===== config.mk =====
export PLATFORM = sky130hd
export DESIGN_NAME = lpc_cycle_decoder
export DESIGN_NICKNAME = d
export VERILOG_FILES = /design/src/rtl/lpc_pkg.sv /design/src/rtl/lpc_nibble_shift.sv /design/src/rtl/lpc_cycle_decoder.sv
export SDC_FILE = /design/constraint.sdc
export NUM_CORES = 1
export LEC_CHECK = 0
export BUFFER_PORTS_ARGS = -buffer_cell sky130_fd_sc_hd__buf_4
export CORE_MARGIN = 8
export CORE_UTILIZATION = 42
export CTS_CLUSTER_DIAMETER = 50
export DETAILED_ROUTE_END_ITERATION = 10
export SYNTH_ARGS = -nofsm -noshare
export SYNTH_HDL_FRONTEND = slang
export SYNTH_SLANG_ARGS = --single-unit
export TNS_END_PERCENT = 10

===== constraint.sdc =====
create_clock -name LpcClock -period 2.05 [get_ports LpcClock]
set_input_delay 0.1025 -clock LpcClock [delete_from_list [all_inputs] [get_ports LpcClock]]
set_output_delay 0.1025 -clock LpcClock [all_outputs]
set_load 0.01 [all_outputs]

===== src/rtl/lpc_pkg.sv =====
// Shared LPC constants, the phase enum and the window-hit helper.
package lpc_pkg;

    localparam int STATE_W = 11;

    localparam logic [3:0] CYC_IO_RD = 4'h0;
    localparam logic [3:0] CYC_IO_WR = 4'h2;
    localparam logic [3:0] LAD_START = 4'h0;

    localparam int ST_IDLE    = 0;
    localparam int ST_CYCTYPE = 1;
    localparam int ST_ADDR    = 2;
    localparam int ST_WDATA   = 3;
    localparam int ST_HTAR0   = 4;
    localparam int ST_HTAR1   = 5;
    localparam int ST_SYNC    = 6;
    localparam int ST_RDATA_L = 7;
    localparam int ST_RDATA_H = 8;
    localparam int ST_PTAR0   = 9;
    localparam int ST_PTAR1   = 10;

    // Encoding equals the bit position in the State vector.
    typedef enum logic [3:0] {
        S_IDLE    = 4'(ST_IDLE),
        S_CYCTYPE = 4'(ST_CYCTYPE),
        S_ADDR    = 4'(ST_ADDR),
        S_WDATA   = 4'(ST_WDATA),
        S_HTAR0   = 4'(ST_HTAR0),
        S_HTAR1   = 4'(ST_HTAR1),
        S_SYNC    = 4'(ST_SYNC),
        S_RDATA_L = 4'(ST_RDATA_L),
        S_RDATA_H = 4'(ST_RDATA_H),
        S_PTAR0   = 4'(ST_PTAR0),
        S_PTAR1   = 4'(ST_PTAR1)
    } lpcState_t;

    function automatic logic addrHit(input logic [7:0] addrHi, input logic [7:0] baseHi);
        return addrHi == baseHi;
    endfunction

endpackage


===== src/rtl/lpc_nibble_shift.sv =====
// Nibble-wide shift register (MSB nibble first) with parallel load and clear.
import lpc_pkg::*;

module lpc_nibble_shift #(
    parameter int WIDTH = 16
) (
    input  logic             LpcClock,
    input  logic             clear,
    input  logic             load,
    input  logic [WIDTH-1:0] loadVal,
    input  logic             shift,
    input  logic [3:0]       nibble,
    output logic [WIDTH-1:0] q
);

    always_ff @(posedge LpcClock) begin
        if (clear) begin
            q <= '0;
        end else if (load) begin
            q <= loadVal;
        end else if (shift) begin
            q <= {q[WIDTH-5:0], nibble};
        end
    end

endmodule


===== src/rtl/lpc_cycle_decoder.sv =====
// Decodes host-initiated LPC I/O read/write cycles into phase, opcode, offset
// and write-data outputs for a 256-byte I/O window.
import lpc_pkg::*;

module lpc_cycle_decoder #(
    parameter logic [15:0] BASE_ADDR = 16'h0A00
) (
    input  logic               LpcClock,
    input  logic               LpcReset,
    input  logic               LpcFrame_n,
    input  logic [3:0]         LpcAdIn,
    output logic [STATE_W-1:0] State,
    output logic               Opcode,
    output logic [7:0]         AddrReg,
    output logic [7:0]         WrData,
    output logic               WrStrobe,
    output logic               RdStrobe,
    output logic               Hit
);

    lpcState_t   curState, nextState;
    logic [1:0]  nibCnt;
    logic [11:0] addrHist;
    logic [15:0] fullAddr;
    logic        hitNow;
    logic        isStart;
    logic        addrShift;
    logic        wrLoad;
    logic [7:0]  wrLoadVal;

    // Only the three leading nibbles need storing; the fourth is on LAD
    // during the last address cycle.
    assign fullAddr  = {addrHist, LpcAdIn};
    assign hitNow    = addrHit(fullAddr[15:8], BASE_ADDR[15:8]);
    assign isStart   = !LpcFrame_n && (LpcAdIn == LAD_START);
    assign addrShift = LpcFrame_n && (curState == S_ADDR);
    assign wrLoad    = LpcFrame_n && (curState == S_WDATA);
    assign wrLoadVal = nibCnt[0] ? {LpcAdIn, WrData[3:0]} : {WrData[7:4], LpcAdIn};

    lpc_nibble_shift #(.WIDTH(12)) addrShiftReg (
        .LpcClock (LpcClock),
        .clear    (LpcReset),
        .load     (1'b0),
        .loadVal  (12'h000),
        .shift    (addrShift),
        .nibble   (LpcAdIn),
        .q        (addrHist)
    );

    lpc_nibble_shift #(.WIDTH(8)) dataShiftReg (
        .LpcClock (LpcClock),
        .clear    (LpcReset),
        .load     (wrLoad),
        .loadVal  (wrLoadVal),
        .shift    (1'b0),
        .nibble   (LpcAdIn),
        .q        (WrData)
    );

    always_ff @(posedge LpcClock) begin
        if (LpcReset) begin
            curState <= S_IDLE;
        end else begin
            curState <= nextState;
        end
    end

    always_comb begin
        nextState = curState;
        if (!LpcFrame_n) begin
            nextState = isStart ? S_CYCTYPE : S_IDLE;
        end else begin
            case (curState)
                S_IDLE:    nextState = S_IDLE;
                S_CYCTYPE: nextState = (LpcAdIn == CYC_IO_RD || LpcAdIn == CYC_IO_WR) ? S_ADDR : S_IDLE;
                S_ADDR: begin
                    if (nibCnt == 2'd0) begin
                        nextState = !hitNow ? S_IDLE : (Opcode ? S_WDATA : S_HTAR0);
                    end
                end
                S_WDATA:   nextState = (nibCnt == 2'd1) ? S_HTAR0 : S_WDATA;
                S_HTAR0:   nextState = S_HTAR1;
                S_HTAR1:   nextState = S_SYNC;
                S_SYNC:    nextState = Opcode ? S_PTAR0 : S_RDATA_L;
                S_RDATA_L: nextState = S_RDATA_H;
                S_RDATA_H: nextState = S_PTAR0;
                S_PTAR0:   nextState = S_PTAR1;
                S_PTAR1:   nextState = S_IDLE;
                default:   nextState = S_IDLE;
            endcase
        end
    end

    always_comb begin
        State    = (STATE_W'(1) << curState) & {{5{Hit}}, 6'h3F};
        WrStrobe = (curState == S_SYNC) && Opcode && Hit;
        RdStrobe = (curState == S_HTAR0) && !Opcode && Hit;
    end

    // Down-count through the address nibbles, up-count through the data nibbles.
    always_ff @(posedge LpcClock) begin
        if (LpcReset) begin
            nibCnt  <= 2'd0;
            Opcode  <= 1'b0;
            AddrReg <= 8'h00;
            Hit     <= 1'b0;
        end else if (!LpcFrame_n) begin
            if (isStart) begin
                Hit <= 1'b0;
            end
        end else begin
            case (curState)
                S_CYCTYPE: begin
                    if (LpcAdIn == CYC_IO_RD || LpcAdIn == CYC_IO_WR) begin
                        Opcode <= (LpcAdIn == CYC_IO_WR);
                    end
                    nibCnt <= 2'd3;
                end
                S_ADDR: begin
                    if (nibCnt == 2'd0) begin
                        AddrReg <= fullAddr[7:0];
                        Hit     <= hitNow;
                        nibCnt  <= 2'd0;
                    end else begin
                        nibCnt <= nibCnt - 2'd1;
                    end
                end
                S_WDATA: nibCnt <= nibCnt + 2'd1;
                default: ;
            endcase
        end
    end

endmodule


==> metrics.cfg, run 1 <==
[logic_synthesis]
synth-warning-count = 0
synth_fp_nets = 210
synth_cell_type_count = 33
ys_ff_latch = 36
netlist_area_sq_um = 1670
yosysSeqAreaShare_pct = 43.1
synth_cells = 199
syn_area_per_cell_sq_um = 8.40

[cells_and_area]
post-route-cell-area_sq_um = 2090
antennaDiodeCount = 0
syn2layout_area_growth_pct = 24.8
instances_no_fill = 284
layout_commonest_cell = buf_4
nets = 244
final_cell_mix = buf_4, dfxtp_1, nor2_1, nand2_1
drive_gt1_share_pct = 21.8

[placed_design]
dp.cells = 276
place_area_sq_um = 1970
io_buffers = 37
gp_congestion = 0.831
dpl.hpwl_um = 2970

[floorplanning]
die_w_um = 79.1
die_area_sq_um = 6250
start_util_pct = 42.7
io_pins = 38
rows = 23
die_h_um = 79.1
coreArea_sq_um = 3910

[sta]
final.min_clock_period_ps = 1790
final_max_slew_viol_count = 0
tightestPinTransition_ps = 519
final_hold_viol_count = 0
fin_skew_ps = 5.74
relSlewSlack_pct = 65.3
clock.fmax_mhz = 558
rsz0062_at_grt = false
period_share_pct = 87.5
tns_ps = 0
setup_viol = 0

[setup_path]
arrival_ps = 1970
worstSetupPathType = flip-flop to flip-flop
start_kind = flip-flop
endpoint_kind = flip-flop
cp.required_ps = 2230
worstRegToRegCells = 6
slowest_stage = dfxtp_1
crit_chain = inv_1 > ha_1 > a2111o_1 > o211ai_1 > o21ai_1 > o311a_1
cp_max_fo = 6
crit_buf_inv = 1
r2r_setup_slack_ps = 260
path_delay_family = compound AO/OA/AOI/OAI gates
r2r-end = curState[1]
r2r-start = nibCnt[0]
slowest_delay_ps = 440

[run_status]
status = finished, final reports clean

[clock_tree]
cts_setup_buffers = 0
clkTransAtPathRegs_ps = 70
cts_buffer_depth = 2
cts-root-buf = clkbuf_8
tritoncts_num_sinks = 36
insertion_delay_ps = 280
cts_resized = 0
cts_tree = done
cts_max_level = 2
numCtsBuffers = 5
hold_buffers = 0

[power]
p_int_uw = 1070
p_per_area_nw_per_um2 = 649
sequentialPowerShare_pct = 51.6
switchingPower_uw = 284
p_comb_share_pct = 2.8
p_leak_uw = 0.000934
irDropWorstVdd_mv = 0.534
switching_share_pct = 21.0
clock_power_share_pct = 45.6
power_uw = 1350

[min_path]
hold_depth = 3
min_path_type = input port to flip-flop
min_delay_worst_endpoint = AddrReg[0]
hp-start = LpcAdIn[0]

[routing]
drtIter0Drc = 50
via_per_inst = 5.25
drc = 0
ant_nets = 0
vias = 1491
wl_per_cell_um = 14.2
firstDrtPassIters = 4
wirelength_um = 4040

[grt]
grt_first_pass_wirelength_um = 6930
gr-total-overflow = 0
grt_pass1_vias = 1482
antenna_found_initial = 0
grt_max_degree = 36
grtUsageTotal_pct = 13.5

[job]
cap_violations = 0

[Yosys cell counts, drive strengths merged]
cell	count	area (sq um)
mux2	1	11.3
or3	1	6.26
o22ai	1	6.26
nand2	23	86.3
dfxtp	36	721
a211oi	1	7.51
nand3	19	95.1
nand2b	1	6.26
clkbuf	11	41.3
nor3b	1	7.51
o22a	1	8.76
buf	3	26.3
a21oi	19	95.1
o311a	1	10.0
nor2	25	93.8
o31a	1	8.76
o21ai	6	30.0
nand4b	1	8.76
nor4bb	1	10.0
nor4b	3	41.3
and4b	1	10.0
nor3	5	25.0
mux2i	18	180
inv	7	26.3
ha	4	50.1
o211ai	2	15.0
o21a	1	7.51
nor4	3	18.8
and2	1	6.26
a2111o	1	11.3
[worst register-to-register path, stage by stage, from the launching register on]
cell and delay (ps):
dfxtp_1 440, inv_1 110, ha_1 270, a2111o_1 420, o211ai_1 180, o21ai_1 120
o311a_1 140
[routing by layer]
layer | routed length [um] | GRT usage, % | vias to the layer above
met5 | 0 | 0 | -
met2 | 1920 | 22.6 | 31
met1 | 1840 | 15.6 | 700
met4 | 26 | 4.26 | 0
met3 | 257 | 4.97 | 4
li1 | - | - | 756
[registers in the layout, summed over array words and instances, names as in the netlist]
| signal | count |
|---|---|
| addrShiftReg.q | 12 |
| Opcode | 1 |
| curState | 4 |
| dataShiftReg.q | 8 |
| Hit | 1 |
| AddrReg | 8 |
| nibCnt | 2 |
[power groups by stage]
stage,clock (uW),sequential (uW),combinational (uW)
2_1_floorplan,0,715,18.9
5_1_grt,659,699,40.7
4_1_cts,630,699,37.7
3_5_place_dp,0,715,37.7
3_3_place_gp,0,715,36.8
6_report,617,699,37.2
[stage by stage]
stage,worst slack [ps],util [%],hold WS [ps]
floorplan,454,-,246
global placement,330,50.4,379
detailed placement,262,50.4,388
CTS,252,53.3,86.7
global route,142,53.3,104
finish,257,53.3,92.0
[kinds of logic (layout without fill, tap and decap cells)]
family	after synthesis	after routing	share of synthesized area, %
AO/OA/AOI/OAI	34	34	12.0
buffers and inverters	21	56	5.61
AND/OR/NAND/NOR	85	85	24.9
multiplexers	19	19	11.5
flip-flops	36	36	43.1
adder cells (fa/ha/maj)	4	4	2.99
[how the worst max path moves through the flow]
| stage | from | to | slack [ps] | cells past startpoint |
|---|---|---|---|---|
| floorplan | curState[2] | Opcode | 450 | 5 |
| global placement | nibCnt[0] | curState[1] | 330 | 6 |
| detailed placement | nibCnt[0] | curState[1] | 260 | 6 |
| CTS | nibCnt[0] | curState[1] | 250 | 6 |
| global route | nibCnt[0] | curState[1] | 140 | 6 |
| finish | nibCnt[0] | curState[1] | 260 | 6 |
[final cells by class]
class | count | area (sq um)
clock buffer | 5 | 68.8
inverter | 7 | 26.3
clock inverter | 3 | 42.5
multi-input combinational | 142 | 857
timing repair buffer | 41 | 308
tap | 50 | 62.6
sequential | 36 | 721
fill | 395 | 1830
(Power assumes the default switching activity.)
==> run 2, diff against run 1 <==
--- a/config.mk
+++ b/config.mk
@@ -6,10 +6,13 @@
 export NUM_CORES = 1
 export LEC_CHECK = 0
 export BUFFER_PORTS_ARGS = -buffer_cell sky130_fd_sc_hd__buf_4
+export CELL_PAD_IN_SITES_DETAIL_PLACEMENT = 2
+export CELL_PAD_IN_SITES_GLOBAL_PLACEMENT = 2
 export CORE_MARGIN = 8
-export CORE_UTILIZATION = 42
+export CORE_UTILIZATION = 28
 export CTS_CLUSTER_DIAMETER = 50
 export DETAILED_ROUTE_END_ITERATION = 10
+export PLACE_DENSITY_LB_ADDON = 0.1
 export SYNTH_ARGS = -nofsm -noshare
 export SYNTH_HDL_FRONTEND = slang
 export SYNTH_SLANG_ARGS = --single-unit
==> constraint.sdc (replaced) <==
create_clock -name LpcClock -period 1.5 [get_ports LpcClock]
set_input_delay 0.075 -clock LpcClock [delete_from_list [all_inputs] [get_ports LpcClock]]
set_output_delay 0.075 -clock LpcClock [all_outputs]
set_load 0.01 [all_outputs]
==> run 2 against run 1 <==
  * Wire length grew 44%
  * Worst setup slack lost 260 ps
  * Via count grew 13%
  * Cell count grew 18%
  * Fmax grew 20%
  * First-iteration DRC count shrank 20%
  * Combinational power grew 49%
  * Critical path type unchanged
  * Largest cell class unchanged
==> metrics.cfg, run 2 (synthesized netlist as in run 1, its figures left out) <==
[run_status]
status = finished, final reports clean

[sta]
final.min_clock_period_ps = 1500  ; -294 ps
final_hold_viol_count = 0  ; unchanged
clock.fmax_mhz = 667  ; +20%
fin_skew_ps = 2.49  ; -3.25 ps
period_share_pct = 100  ; +13 points
rsz0062_at_grt = true
relSlewSlack_pct = 70.7  ; +5.4 points
setup_viol = 0  ; unchanged
final_max_slew_viol_count = 0  ; unchanged
tightestPinTransition_ps = 436  ; -83.2 ps

[setup_path]
slowest_stage = or3_4
path_depth = 5  ; -1
crit_chain = nor4b_4 > buf_4 > nand3_2 > or3_4 > a21oi_2
cp.required_ps = 1720  ; -510 ps
worstRegToRegCells = 5  ; -1
arrival_ps = 1720  ; -250 ps
path_delay_family = simple AND/OR/NAND/NOR gates
endpoint_kind = flip-flop
start_kind = flip-flop
crit_buf_inv = 1  ; unchanged
cp_max_fo = 4  ; -2
worstSetupPathType = flip-flop to flip-flop
slowest_delay_ps = 390  ; -50 ps

[placed_design]
dp.cells = 319  ; +16%
gp_congestion = 0.821  ; -1.3%
dpl.hpwl_um = 4450  ; +50%
io_buffers = 37  ; unchanged
place_area_sq_um = 2150  ; +8.7%

[cells_and_area]
largestRegisters = addrShiftReg.q x12, AddrReg x8, dataShiftReg.q x8
post-route-cell-area_sq_um = 2410  ; +15%
layout_commonest_cell = buf_4
nets = 270  ; +11%
top_register = addrShiftReg.q
final_cell_mix = buf_4, dfxtp_1, nor2_1, nand2_1
drive_gt1_share_pct = 37.7  ; +16 points
antennaDiodeCount = 0  ; unchanged
syn2layout_area_growth_pct = 43.9
largest_register_ffs = 12  ; unchanged
instances_no_fill = 335  ; +18%

[min_path]
hold_depth = 3  ; unchanged
min_path_type = input port to flip-flop

[floorplanning]
io_pins = 38  ; unchanged
die_area_sq_um = 8700  ; +39%
rows = 28  ; +22%
coreArea_sq_um = 5850  ; +49%
start_util_pct = 28.6  ; -14 points
die_h_um = 93.3  ; +18%
die_w_um = 93.3  ; +18%

[routing]
ant_nets = 0  ; unchanged
wl_per_cell_um = 17.3  ; +22%
firstDrtPassIters = 4  ; unchanged
wirelength_um = 5810  ; +44%
via_per_inst = 5.03  ; -4.3%
drc = 0  ; unchanged
vias = 1684  ; +13%
drtIter0Drc = 40  ; -20%

[clock_tree]
clkTransAtPathRegs_ps = 70  ; about the same
insertion_delay_ps = 280  ; about the same
hold_buffers = 0  ; unchanged
cts_tree = done
numCtsBuffers = 5  ; unchanged
cts-root-buf = clkbuf_8
tritoncts_num_sinks = 36  ; unchanged
cts_max_level = 2  ; unchanged
cts_buffer_depth = 2  ; unchanged

[job]
cap_violations = 0  ; unchanged

[power]
irDropWorstVdd_mv = 0.357  ; -33%
clock_power_share_pct = 41.3  ; -4.3 points
p_per_area_nw_per_um2 = 713  ; +9.8%
sequentialPowerShare_pct = 55.5  ; +3.9 points
p_comb_share_pct = 3.2  ; +0.4 points
switching_share_pct = 21.7  ; +0.68 points
switchingPower_uw = 371  ; +31%
p_leak_uw = 0.00107  ; +15%
p_int_uw = 1340  ; +26%

[grt]
grt_max_degree = 36  ; unchanged
gr-total-overflow = 0  ; unchanged
grt_first_pass_wirelength_um = 9420  ; +36%
grt_pass1_vias = 1876  ; +27%
grtUsageTotal_pct = 13.5  ; +0.019 points
antenna_found_initial = 0  ; unchanged

-- run 2: metrics by stage --
stage / util [%] / setup slack, ps / total power, uW / hold slack [ps] / setup TNS (ps)
floorplan: - / -94.6 / 1000 / 219 / -236
global placement: 36.7 / 14.6 / 1030 / 357 / 0
detailed placement: 36.7 / -150 / 1030 / 378 / -756
CTS: 39.4 / -23.4 / 1740 / 77.0 / -41.7
global route: 41.1 / -85.8 / 1790 / 92.6 / -442
finish: 41.1 / 0.161 / 1710 / 75.3 / 0
-- run 2: tightest hold or removal path: cells and delay by family --
family / cells / cell delay (ps)
buf+inv: 1 / 110
simple gates: 1 / 70
mux: 1 / 60
-- run 2: area by class of cell --
| cell class | instances | area, sq um |
|---|---|---|
| inverter | 7 | 26.3 |
| timing repair buffer | 67 | 522 |
| tap | 75 | 93.8 |
| multi-input combinational | 142 | 941 |
| sequential | 36 | 733 |
| fill | 687 | 3440 |
| clock buffer | 8 | 90.1 |
-- run 2: worst paths after layout --
path / end / slack, ps / start
max: Hit / 0.2 / curState[3]
min: AddrReg[3] / 80 / LpcAdIn[3]
max reg2reg: Hit / 0.2 / curState[3]
min reg2reg: addrShiftReg.q[2] / 480 / addrShiftReg.q[2]
-- run 2: power by group through the flow --
stage	Sequential [uW]	Combinational, uW	Clock (uW)
after floorplan	977	25.8	0
after global placement	977	54.4	0
after detailed placement	977	56.1	0
after CTS	953	56.2	735
after global routing	951	61.3	778
final	952	55.5	707
-- run 2: timing repair --
item | in CTS | in global routing
setup endpoints to repair | 31 | 34
pin swaps | 4 | 4
setup buffers | 5 | 3
cloned | 0 | 0
gates resized for setup | 13 | 18
-- run 2: per-layer routing --
metal	vias to the layer above	track usage [%]	routed length [um]
met5	-	0	0
met4	0	4.43	50
met3	4	3.21	269
met2	29	25.5	3170
met1	841	14.2	2330
li1	810	-	-
